File: config.mk
export PLATFORM = sky130hd
export DESIGN_NAME = twpm_ram_arbiter
export DESIGN_NICKNAME = d
export VERILOG_FILES = /design/src/rtl/twpm_ram_pkg.sv /design/src/rtl/twpm_byte_lane.sv /design/src/rtl/twpm_ram_arbiter.sv
export SDC_FILE = /design/constraint.sdc
export NUM_CORES = 1
export LEC_CHECK = 0
export CAP_MARGIN = 20
export CORE_AREA = 4 4 80 156
export DETAILED_ROUTE_END_ITERATION = 16
export DIE_AREA = 0 0 84 160
export PLACE_DENSITY = 0.76
export SLEW_MARGIN = 15
export SYNTH_ARGS = -nofsm -noshare
export SYNTH_HDL_FRONTEND = slang
export SYNTH_HIERARCHICAL = 1
export SYNTH_SLANG_ARGS = --single-unit
File: constraint.sdc
create_clock -name clk_i -period 1.79 [get_ports clk_i]
set_input_delay 0.4475 -clock clk_i [delete_from_list [all_inputs] [get_ports clk_i]]
set_output_delay 0.4475 -clock clk_i [all_outputs]
set_load 0.03 [all_outputs]
File: src/rtl/twpm_ram_pkg.sv
// Shared types and defaults for the TWPM buffer RAM arbiter.
// Used by the arbiter top and its byte-lane steering block.
package twpm_ram_pkg;

  localparam int         WORD_AW_DEF   = 9;
  localparam logic [7:0] FILL_BYTE_DEF = 8'hFF;

  typedef enum logic [2:0] {
    ST_IDLE,
    ST_WRITE,
    ST_RD_ISSUE,
    ST_RD_CAPTURE,
    ST_REJECT
  } arb_state_e;

  typedef enum logic {
    PORT_A,
    PORT_B
  } port_e;

endpackage

File: src/rtl/twpm_byte_lane.sv
// Maps the byte-wide port A onto the 32-bit RAM word: address, write
// replication, byte enable and read-byte selection.
module twpm_byte_lane
  import twpm_ram_pkg::*;
#(
  parameter int WORD_AW = WORD_AW_DEF
) (
  input  logic [WORD_AW+1:0] a_addr,
  input  logic [7:0]         a_wdata,
  input  logic [31:0]        ram_rdata,
  output logic [WORD_AW-1:0] word_addr,
  output logic [31:0]        word_wdata,
  output logic [3:0]         word_be,
  output logic [7:0]         byte_rdata
);

  assign word_addr  = a_addr[WORD_AW+1:2];
  assign word_wdata = {4{a_wdata}};

  always_comb begin
    word_be    = 4'b0000;
    byte_rdata = 8'h00;
    case (a_addr[1:0])
      2'd0: begin word_be = 4'b0001; byte_rdata = ram_rdata[7:0];   end
      2'd1: begin word_be = 4'b0010; byte_rdata = ram_rdata[15:8];  end
      2'd2: begin word_be = 4'b0100; byte_rdata = ram_rdata[23:16]; end
      default: begin word_be = 4'b1000; byte_rdata = ram_rdata[31:24]; end
    endcase
  end

endmodule

File: src/rtl/twpm_ram_arbiter.sv
// Two-port arbiter for the TWPM buffer RAM: byte port A (LPC registers)
// and word port B (M4), round-robin on contention, A rejected while B holds the lock.
//
// state         | meaning
// --------------+-------------------------------------------------------
// ST_IDLE       | waiting for a request; the only state that grants
// ST_WRITE      | RAM write strobe and requester ack are out this cycle
// ST_RD_ISSUE   | RAM read strobe is out this cycle
// ST_RD_CAPTURE | RAM read data valid; registered into rdata, ack next
// ST_REJECT     | locked port-A access: ack + err + fill byte, no strobe
module twpm_ram_arbiter
  import twpm_ram_pkg::*;
#(
  parameter int         WORD_AW   = WORD_AW_DEF,
  parameter logic [7:0] FILL_BYTE = FILL_BYTE_DEF
) (
  input  logic               clk_i,
  input  logic               rst_i,
  input  logic               a_req,
  input  logic               a_we,
  input  logic [WORD_AW+1:0] a_addr,
  input  logic [7:0]         a_wdata,
  output logic               a_ack,
  output logic               a_err,
  output logic [7:0]         a_rdata,
  input  logic               b_req,
  input  logic               b_we,
  input  logic [WORD_AW-1:0] b_addr,
  input  logic [3:0]         b_be,
  input  logic [31:0]        b_wdata,
  output logic               b_ack,
  output logic [31:0]        b_rdata,
  input  logic               b_lock,
  output logic [WORD_AW-1:0] ram_addr,
  output logic [31:0]        ram_wdata,
  output logic [3:0]         ram_be,
  output logic               ram_wr_en,
  output logic               ram_rd_en,
  input  logic [31:0]        ram_rdata
);

  arb_state_e         state;
  port_e              last_grant;
  port_e              cur_port;

  logic [WORD_AW-1:0] lane_addr;
  logic [31:0]        lane_wdata;
  logic [3:0]         lane_be;
  logic [7:0]         lane_rdata;

  logic               a_vld;
  logic               b_vld;
  logic               pick_b;

  twpm_byte_lane #(.WORD_AW(WORD_AW)) u_lane (
    .a_addr     (a_addr),
    .a_wdata    (a_wdata),
    .ram_rdata  (ram_rdata),
    .word_addr  (lane_addr),
    .word_wdata (lane_wdata),
    .word_be    (lane_be),
    .byte_rdata (lane_rdata)
  );

  // A read completes in IDLE with ack high; that held request must not re-grant.
  assign a_vld  = a_req & ~a_ack;
  assign b_vld  = b_req & ~b_ack;
  assign pick_b = b_vld & (~a_vld | (last_grant == PORT_A));

  always_ff @(posedge clk_i) begin
    if (rst_i) begin
      state      <= ST_IDLE;
      last_grant <= PORT_B;
      cur_port   <= PORT_A;
      a_ack      <= 1'b0;
      a_err      <= 1'b0;
      a_rdata    <= 8'h00;
      b_ack      <= 1'b0;
      b_rdata    <= 32'h0;
      ram_addr   <= '0;
      ram_wdata  <= 32'h0;
      ram_be     <= 4'b0000;
      ram_wr_en  <= 1'b0;
      ram_rd_en  <= 1'b0;
    end else begin
      a_ack     <= 1'b0;
      a_err     <= 1'b0;
      b_ack     <= 1'b0;
      ram_wr_en <= 1'b0;
      ram_rd_en <= 1'b0;
      case (state)
        ST_IDLE: begin
          if (a_vld || b_vld) begin
            if (pick_b) begin
              last_grant <= PORT_B;
              cur_port   <= PORT_B;
              ram_addr   <= b_addr;
              if (b_we) begin
                ram_wr_en <= 1'b1;
                ram_wdata <= b_wdata;
                ram_be    <= b_be;
                b_ack     <= 1'b1;
                state     <= ST_WRITE;
              end else begin
                ram_rd_en <= 1'b1;
                ram_be    <= 4'b0000;
                state     <= ST_RD_ISSUE;
              end
            end else begin
              last_grant <= PORT_A;
              cur_port   <= PORT_A;
              // Lock is only looked at here; later changes never touch an access in flight.
              if (b_lock) begin
                a_ack   <= 1'b1;
                a_err   <= 1'b1;
                a_rdata <= FILL_BYTE;
                state   <= ST_REJECT;
              end else begin
                ram_addr <= lane_addr;
                if (a_we) begin
                  ram_wr_en <= 1'b1;
                  ram_wdata <= lane_wdata;
                  ram_be    <= lane_be;
                  a_ack     <= 1'b1;
                  state     <= ST_WRITE;
                end else begin
                  ram_rd_en <= 1'b1;
                  ram_be    <= 4'b0000;
                  state     <= ST_RD_ISSUE;
                end
              end
            end
          end
        end
        ST_WRITE:    state <= ST_IDLE;
        ST_REJECT:   state <= ST_IDLE;
        ST_RD_ISSUE: state <= ST_RD_CAPTURE;
        ST_RD_CAPTURE: begin
          state <= ST_IDLE;
          if (cur_port == PORT_A) begin
            a_rdata <= lane_rdata;
            a_ack   <= 1'b1;
          end else begin
            b_rdata <= ram_rdata;
            b_ack   <= 1'b1;
          end
        end
        default: state <= ST_IDLE;
      endcase
    end
  end

endmodule

### After elaboration in Yosys (flattened, before gate mapping)

Index checks and enable logic that the tools add are counted.

* output and inout bits: 90
* word-level logic and storage cells: 87
* input port bits: 103
* register bits after elaboration: 95

* muxes and demuxes: 42
* equal/unequal tests: 10
* reductions and logical operators: 12
* bitwise logic cells: 10

Operators by type and width (count)
* 32-bit two-way mux: 4
* 8-bit two-way mux: 4
* 8-bit one-hot mux with 3 select lines: 1
* 9-bit two-way mux: 2
* 1-bit two-way mux: 17
* 4-bit two-way mux: 4
* 8-bit one-hot mux with 2 select lines: 1
* 4-bit one-hot mux with 3 select lines: 1
* 2-bit != test (second input constant): 5
* 5-bit AND reduction: 2
* 3-bit two-way mux: 3
* 3-bit by 2-bit == test with 1-bit output (second input constant): 2
* 1-bit inverter: 6
* 3-bit one-hot mux with 2 select lines: 1
* 2-bit two-way mux: 2
* 1-bit one-hot mux with 2 select lines: 2
* 2-bit AND reduction: 2
* 2-bit nonzero test: 2
* 4-bit OR reduction: 1
* 1-bit bitwise AND: 3
* 3-bit logical NOT: 1
* 3-bit AND reduction: 1
* 3-bit OR reduction: 1
* 2-bit by 1-bit == test with 1-bit output (second input constant): 1
* 5 further kinds: 5

### Longest topological paths before layout

Gate-level depths: netlist of the first run.

* depth in word-level cells: 8
* depth in mapped cells: 6
* depth with buffers taken out: 4

### Modules after synthesis

Netlist of the first run, hierarchy kept.

By module, submodules not included
* twpm_ram_arbiter: seq. area each 1901.8 µm², times used 1, cells an instance 473, area each 4294.1 µm²
* twpm_byte_lane: seq. area each 0.0 µm², times used 1, cells an instance 55, area each 535.5 µm²

### Least setup slack after synthesis of the first run

OpenSTA, ideal clock, no wires.

* kind: register -> register
* from: register b_ack
* to: register ram_wdata[12]
* data arrival time: 1.568 ns
* buffers on the path: 2
* library setup time: 0.152 ns
* required time: 1.638 ns
* cell stages (with the launch flop): 7
* clock period less this slack: 1.720 ns
* setup slack: 0.070 ns
* path through: dfxtp_1 nand2b_1 nor2_2 buf_4 buf_4 o31ai_1 a221oi_2

* longest elaborated chain between the ends: 5
* elaborated cells on any way between the ends: 9
* classes of those cells: eq/ne: 2; mux: 1; bitwise: 3; reduce/logical: 3

Ends and longest elaborated chain
* start, declared: line twpm_ram_arbiter.sv:31 `output logic b_ack,`
* start signal, assigned: line twpm_ram_arbiter.sv:78 `b_ack <= 1'b0;`
* start signal, assigned: line twpm_ram_arbiter.sv:88 `b_ack <= 1'b0;`
* start signal, assigned: line twpm_ram_arbiter.sv:102 `b_ack <= 1'b1;`
* 1-bit inverter (*): line twpm_ram_arbiter.sv:67 `assign b_vld = b_req & ~b_ack;`
* 1-bit bitwise AND (*): line twpm_ram_arbiter.sv:67
* 1-bit bitwise AND: line twpm_ram_arbiter.sv:68 `assign pick_b = b_vld & (~a_vld | (last_grant == PORT_A));`
* 2-bit != test (no line), or another cell as far along
* 5-bit AND reduction (no line)
* end signal, assigned: line twpm_ram_arbiter.sv:100 `ram_wdata <= b_wdata;`
* end signal, assigned: line twpm_ram_arbiter.sv:122 `ram_wdata <= lane_wdata;`
* end, declared: line twpm_ram_arbiter.sv:35 `output logic [31:0] ram_wdata,`

Mark *: on every way between the ends. The rest lies on a longest branch, timed or not.
A chain may end at the register's enable or synchronous reset.

### Worst setup path in the final report of the first run

* from: register ram_wdata[1]
* to: output ram_wdata[1]

No word-level cell between the ends.

==> results of run 1 <==
metrics by stage:
step,setup TNS [ps],utilization [%],cell area (µm²),instances
floorplan,0,-,4830,528
global placement,-13930,60.75,6857,821
detailed placement,-16600,60.75,6857,821
CTS,0,62.73,7079,837
global route,0,63.02,7112,837
finish,0,63.02,7112,837
worst min-delay path by stage:
stage	endpoint	slack, ps
3_3_place_gp	b_rdata[30]	440
5_1_grt	ram_wdata[15]	470
2_1_floorplan	last_grant	450
6_report	b_rdata[26]	450
4_1_cts	b_rdata[26]	450
3_5_place_dp	b_rdata[26]	450
state kept, by name, summed over array words and instances (netlist names):
register and flops:
state 3, last_grant 1, ram_be 4, a_ack 1, ram_wdata 32, a_rdata 8
ram_wr_en 1, ram_addr 9, ram_rd_en 1, b_ack 1, a_err 1, cur_port 1
b_rdata 32
cells in the final DEF (no fill, tap or decap), types with 32 or more instances in the layout:
master,instances
a221oi_2,32
nand2_1,86
buf_4,43
clkdlybuf4s50_1,101
a21oi_1,46
o31ai_1,34
nand4b_1,33
dfxtp_1,95
dlygate4sd2_1,87
inv_1,34
final cells by class:
type	count	area, µm²
repair buffers	240	2253
well taps	142	177.7
multi-input cells	310	2330
fillers	978	4174
inverters	34	127.6
clock inverters	6	92.59
flip-flops and latches	95	1902
clock buffers	10	229.0
kinds of logic (layout without fill, tap and decap cells):
family | count (synthesis) | after routing | synth area share (%)
mux | 8 | 8 | 3.886
flops | 95 | 95 | 39.38
buf+inv | 123 | 290 | 13.52
compound gates | 144 | 144 | 25.80
simple gates | 158 | 158 | 17.41
worst min-delay path, stage by stage, from the launching register on:
cell and delay, ps:
dfxtp_1 310, nand2_1 50, a21oi_1 50
metal layers:
layer,share of wire (%),GRT usage (%),up-vias,wire length (µm)
met3,7.3,5.989,50,1203
met1,33,22.39,2250,5413
li1,-,-,2231,-
met5,0,0,-,0
met4,5.9,13.69,0,958
met2,54,44.53,236,8798
timing repair:
action	in CTS	in global routing
setup endpoints to repair	89	46
resized for setup	89	9
pin swaps	0	3
power by group through the flow:
stage / Clock, mW / Sequential (mW) / Combinational, mW
3_3_place_gp: 0 / 2.49 / 2.18
6_report: 2.06 / 2.44 / 2.12
4_1_cts: 2.11 / 2.44 / 2.11
5_1_grt: 2.21 / 2.46 / 2.24
2_1_floorplan: 0 / 2.84 / 0.914
3_5_place_dp: 0 / 2.49 / 2.22
==> results.md, run 1 <==
- HP Class: flip-flop to flip-flop
- Critical path's slowest cell: clkdlybuf4s50_1
- Core area: 11290 µm²
- Worst EP arrival: 1330 ps
- LEAKAGE: 2.885 nW
- Slew Viols, Final: 0
- GRT overflow: 0
- GPL Wtd Cong: 0.8686
- R2R cell count: 5
- DIE WIDTH: 84 µm
- DR WL/cell: 19.56 µm
- Vias: 4767
- Syn. warnings: 6
- Die height: 160 µm
- WS Path Type: flip-flop to primary output
- Post-synth EDFFs: 0
- H-tree levels: 3
- Peak supply drop: 0.7956 mV
- DRC violations left: 0
- Biggest cell delay along the critical path: 670 ps
- CTS Sinks: 95
- Iter 0 DRT Violations: 244
- Synth area leaders: dfxtp_1 39%, a221oi_2 9.3%, buf_4 7.3%
- Post-synth top area share: 39.38%
- Antenna cell count: 0
- Hold path depth: 2
- Worst R2R End: ram_wdata[31]
- Synthesized net count: 631
- Kind of cell adding the most delay to the critical path: buffers and inverters
- GRT Util Overall: 23.61%
- CP endpoint kind: primary output
- Total chip power: 6.619 mW
- Hold-fix buffers, CTS: 0
- Worst Tran Pin Value: 507.2 ps
- Crit path launch type: flip-flop
- Critical path endpoint: ram_wdata[1]
- Most frequent cells after synthesis: 95 x dfxtp_1, 86 x nand2_1, 47 x a21oi_1, 47 x buf_4, 36 x o31ai_1
- Clock skew: 7.665 ps
- Starting Density: 42.79%
- Final Setup Violations: 0
- Clk_lat worst skew: 340 ps
- Initial antenna violation count: 0
- First-pass GRT wire length: 25270 µm
- DP HPWL: 12700 µm
- Postcts setup bufs: 0
- P_sw: 2.180 mW
- Area Growth Syn to Fin: 47.25%
- Mapped Area: 4830 µm²
- Max Fclk: 563.9 MHz
- Worst hold slack: 450.2 ps
- Cell count after synthesis: 528
- PortBufs: 192
- DR pass1 iterations: 6
- Total die area: 13440 µm²
- Fraction of registers with async set/reset: 0%
- Via count of the first global-routing pass: 4956
- Share of cells above drive strength 1: 17.84%
- Synth unique cells: 40
- Cts bufs inserted: 9
- Clock power share: 31.1%
- Site row count: 55
- Total wire length: 16370 µm
- MaxCap Viol Count: 0
- Req. time, crit path: 1340 ps
- Critical Path Stages: 1
- Sw frac: 32.93%
- HP Start: b_rdata[26]
- Most common cell in the synthesized netlist: dfxtp_1
- Avg Synthesized Cell Area: 9.147 µm²
- Seq pwr share: 36.9%
- CTS tree: built
- Internal: 4.439 mW
- Pre-CTS setup slack: -388.8 ps
- R2R Setup Slk: 150 ps
- Root buf cell: clkbuf_16
- Vias per Instance: 5.695
- Final Cycle Share: 99.07%
- Worst setup slack after layout: 16.64 ps
- PwrDens: 930.8 nW/µm²
- Hold Vio Cnt, Final: 0
- RSZ-0062 raised after global routing: no
- Max-slew headroom: 66.01%
- Critical path startpoint: ram_wdata[1]
- Worst r2r src: state[2]
- Ports: 193
- Layout Nets: 793
- Prevailing post-synth register cell: dfxtp_1
- Clock transition at the registers of the reported paths: 60 ps
- Largest net degree at the start of global routing: 34
- Final min period: 1773 ps
- WP buf/inv: 1
- Seq/Total Area, Yosys: 39.38%
- Comb power frac: 32.0%
- Area leader, netlist: dfxtp_1
- CP max FO: 2
- Outcome: completed
- Final ANT Viol Nets: 0
- Synthesized flop and latch total: 95
- CP Cell Sequence: clkdlybuf4s50_1
- Max Root-Sink Buffers: 2
(Power assumes the default switching activity.)
==> run 2, diff against run 1 <==
==> constraint.sdc (replaced) <==
create_clock -name clk_i -period 2 [get_ports clk_i]
set_input_delay 0.5 -clock clk_i [delete_from_list [all_inputs] [get_ports clk_i]]
set_output_delay 0.5 -clock clk_i [all_outputs]
set_load 0.03 [all_outputs]
==> results.md, run 2 (same netlist as run 1, synthesis figures left out) <==
- CP Cell Sequence: clkdlybuf4s50_1
- Share of cells above drive strength 1: 16.03% (-1.8 points)
- Final Cycle Share: 95.60%
- Ports: 193 (unchanged)
- Outcome: completed
- Req. time, crit path: 1500 ps (+160 ps)
- Vias per Instance: 5.744 (+0.85%)
- Busiest grt layer: met2
- CP max FO: 2 (unchanged)
- Kind of cell adding the most delay to the critical path: buffers and inverters
- Largest net degree at the start of global routing: 35 (+2.9%)
- Max Root-Sink Buffers: 2 (unchanged)
- Hold EP: b_rdata[31]
- DIE WIDTH: 84 µm (unchanged)
- Top Registers: b_rdata (32), ram_wdata (32), ram_addr (9)
- Hold path depth: 2 (unchanged)
- Worst Tran Pin Value: 493.8 ps (-13.31 ps)
- Hold-fix buffers, CTS: 0 (unchanged)
- DRC violations left: 0 (unchanged)
- PortBufs: 192 (unchanged)
- Site row count: 55 (unchanged)
- H-tree levels: 3 (unchanged)
- CTS tree: built
- Layout Nets: 785 (-1.0%)
- DR pass1 iterations: 5 (-1)
- MaxCap Viol Count: 0 (unchanged)
- PwrDens: 844.7 nW/µm² (-9.2%)
- Met3 global-route usage: 5.679% (-0.31 points)
- Core area: 11290 µm² (unchanged)
- Starting Density: 42.79% (unchanged)
- Die height: 160 µm (unchanged)
- Worst R2R End: a_rdata[1]
- Final min period: 1912 ps
- Final ANT Viol Nets: 0 (unchanged)
- Antenna cell count: 0 (unchanged)
- Clock skew: 7.843 ps (+0.1776 ps)
- WP buf/inv: 1 (unchanged)
- Clk_lat worst skew: 340 ps (about the same)
- Most frequent cells in the layout: 191 x clkdlybuf4s50_1, 95 x dfxtp_1, 85 x nand2_1, 47 x a21oi_1, 36 x o31ai_1
- Total die area: 13440 µm² (unchanged)
- Max Fclk: 523.0 MHz
- DR WL/cell: 19.28 µm (-1.5%)
- GRT Util Overall: 23.58% (-0.034 points)
- Final Core Density: 63.43% (+0.41 points)
- Biggest cell delay along the critical path: 700 ps (+30 ps)
- HP Class: flip-flop to flip-flop
- Post-Place Cell Area: 6827 µm² (-0.44%)
- Hold Vio Cnt, Final: 0 (unchanged)
- Slew Viols, Final: 0 (unchanged)
- Clock transition at the registers of the reported paths: 60 ps (about the same)
- GRT overflow: 0 (unchanged)
- CP endpoint kind: primary output
- Grt met2 use: 42.57% (-2.0 points)
- CTS Sinks: 95 (unchanged)
- R2R Setup Slk: 320 ps (+170 ps)
- Critical path's slowest cell: clkdlybuf4s50_1
- Worst r2r src: b_ack
- Initial antenna violation count: 0 (unchanged)
- Area Growth Syn to Fin: 48.21%
- Max-slew headroom: 66.90% (+0.89 points)
- LEAKAGE: 2.435 nW (-16%)
- DP HPWL: 12350 µm (-2.7%)
- Worst EP arrival: 1410 ps (+80 ps)
- Commonest non-fill, non-tap cell in the layout: clkdlybuf4s50_1
- GPL Wtd Cong: 0.8686 (unchanged)
- HP Start: b_rdata[31]
- Fin area: 7158 µm² (+0.65%)
- Iter 0 DRT Violations: 157 (-36%)
- Final Setup Violations: 0 (unchanged)
- R2R cell count: 6 (+1)
- Peak supply drop: 0.5014 mV (-37%)
- Fillers: 956 (-2.2%)
- Cts bufs inserted: 9 (unchanged)
- Total wire length: 15960 µm (-2.5%)
- Crit path launch type: flip-flop
- Vias: 4756 (-0.23%)
- First-pass GRT wire length: 25170 µm (-0.38%)
- RSZ-0062 raised after global routing: no
- Root buf cell: clkbuf_16
- Via count of the first global-routing pass: 5089 (+2.7%)
- Met1 usage: 22.26% (-0.14 points)
- WS Path Type: flip-flop to primary output
## run 2: repair_timing
item | 4_1_cts | 5_1_grt
setup buffers | 0 | 1
resized for setup | 0 | 1
setup endpoints to repair | 0 | 9
## run 2: area by class of cell
| cell class | instances | area [µm²] | area share (%) |
|---|---|---|---|
| multi-input combinational | 310 | 2297 | 32.09 |
| timing repair buffer | 232 | 2332 | 32.58 |
| sequential | 95 | 1902 | 26.57 |
| inverter | 34 | 127.6 | 1.783 |
| tap | 142 | 177.7 | 2.482 |
| clock buffer | 10 | 239.0 | 3.339 |
| clock inverter | 5 | 82.58 | 1.154 |
## run 2: worst max path at each step
stage	cells after the start	endpoint	slack, ps	from
finish	1	ram_wdata[23]	90	ram_wdata[23]
global route	6	ram_wdata[12]	2	a_req
CTS	1	ram_wdata[23]	80	ram_wdata[23]
detailed placement	6	ram_wdata[12]	-220	a_req
global placement	6	ram_wdata[12]	-200	a_req
floorplan	5	a_rdata[1]	270	b_req
## run 2: per-stage QoR
stage | TNS, ps | cells | total power [mW] | hold slack [ps] | setup slack [ps]
floorplan | 0 | 528 | 3.361 | 454.6 | 268.9
global placement | -5949 | 812 | 4.210 | 443.1 | -199.4
detailed placement | -8202 | 812 | 4.247 | 448.5 | -224.1
CTS | 0 | 827 | 6.086 | 458.3 | 78.47
global route | 0 | 828 | 6.309 | 481.4 | 2.443
finish | 0 | 828 | 6.047 | 458.4 | 87.98
## run 2: where the power goes
group	leakage [nW]	total [mW]	switching, mW	internal [mW]
Clock	0.147	1.83	0.707	1.12
Combinational	1.51	2.03	1.09	0.934
Sequential	0.775	2.19	0.115	2.08
## run 2: routing by layer
layer  up-vias  wire (µm)  part of all wire, %
li1       2204          -                    -
met1      2198       5207                   33
met2       278       8258                   52
met3        76       1231                  7.7
met4         0       1263                  7.9
met5         -          0                    0
==> run 3, diff against run 2 <==
--- a/config.mk
+++ b/config.mk
@@ -5,7 +5,7 @@
 export SDC_FILE = /design/constraint.sdc
 export NUM_CORES = 1
 export LEC_CHECK = 0
-export CAP_MARGIN = 20
+export CAP_MARGIN = 25
 export CORE_AREA = 4 4 80 156
 export DETAILED_ROUTE_END_ITERATION = 16
 export DIE_AREA = 0 0 84 160
==> results of run 3 <==
No change in the layout: final DEF, timing and power equal those of run 2.
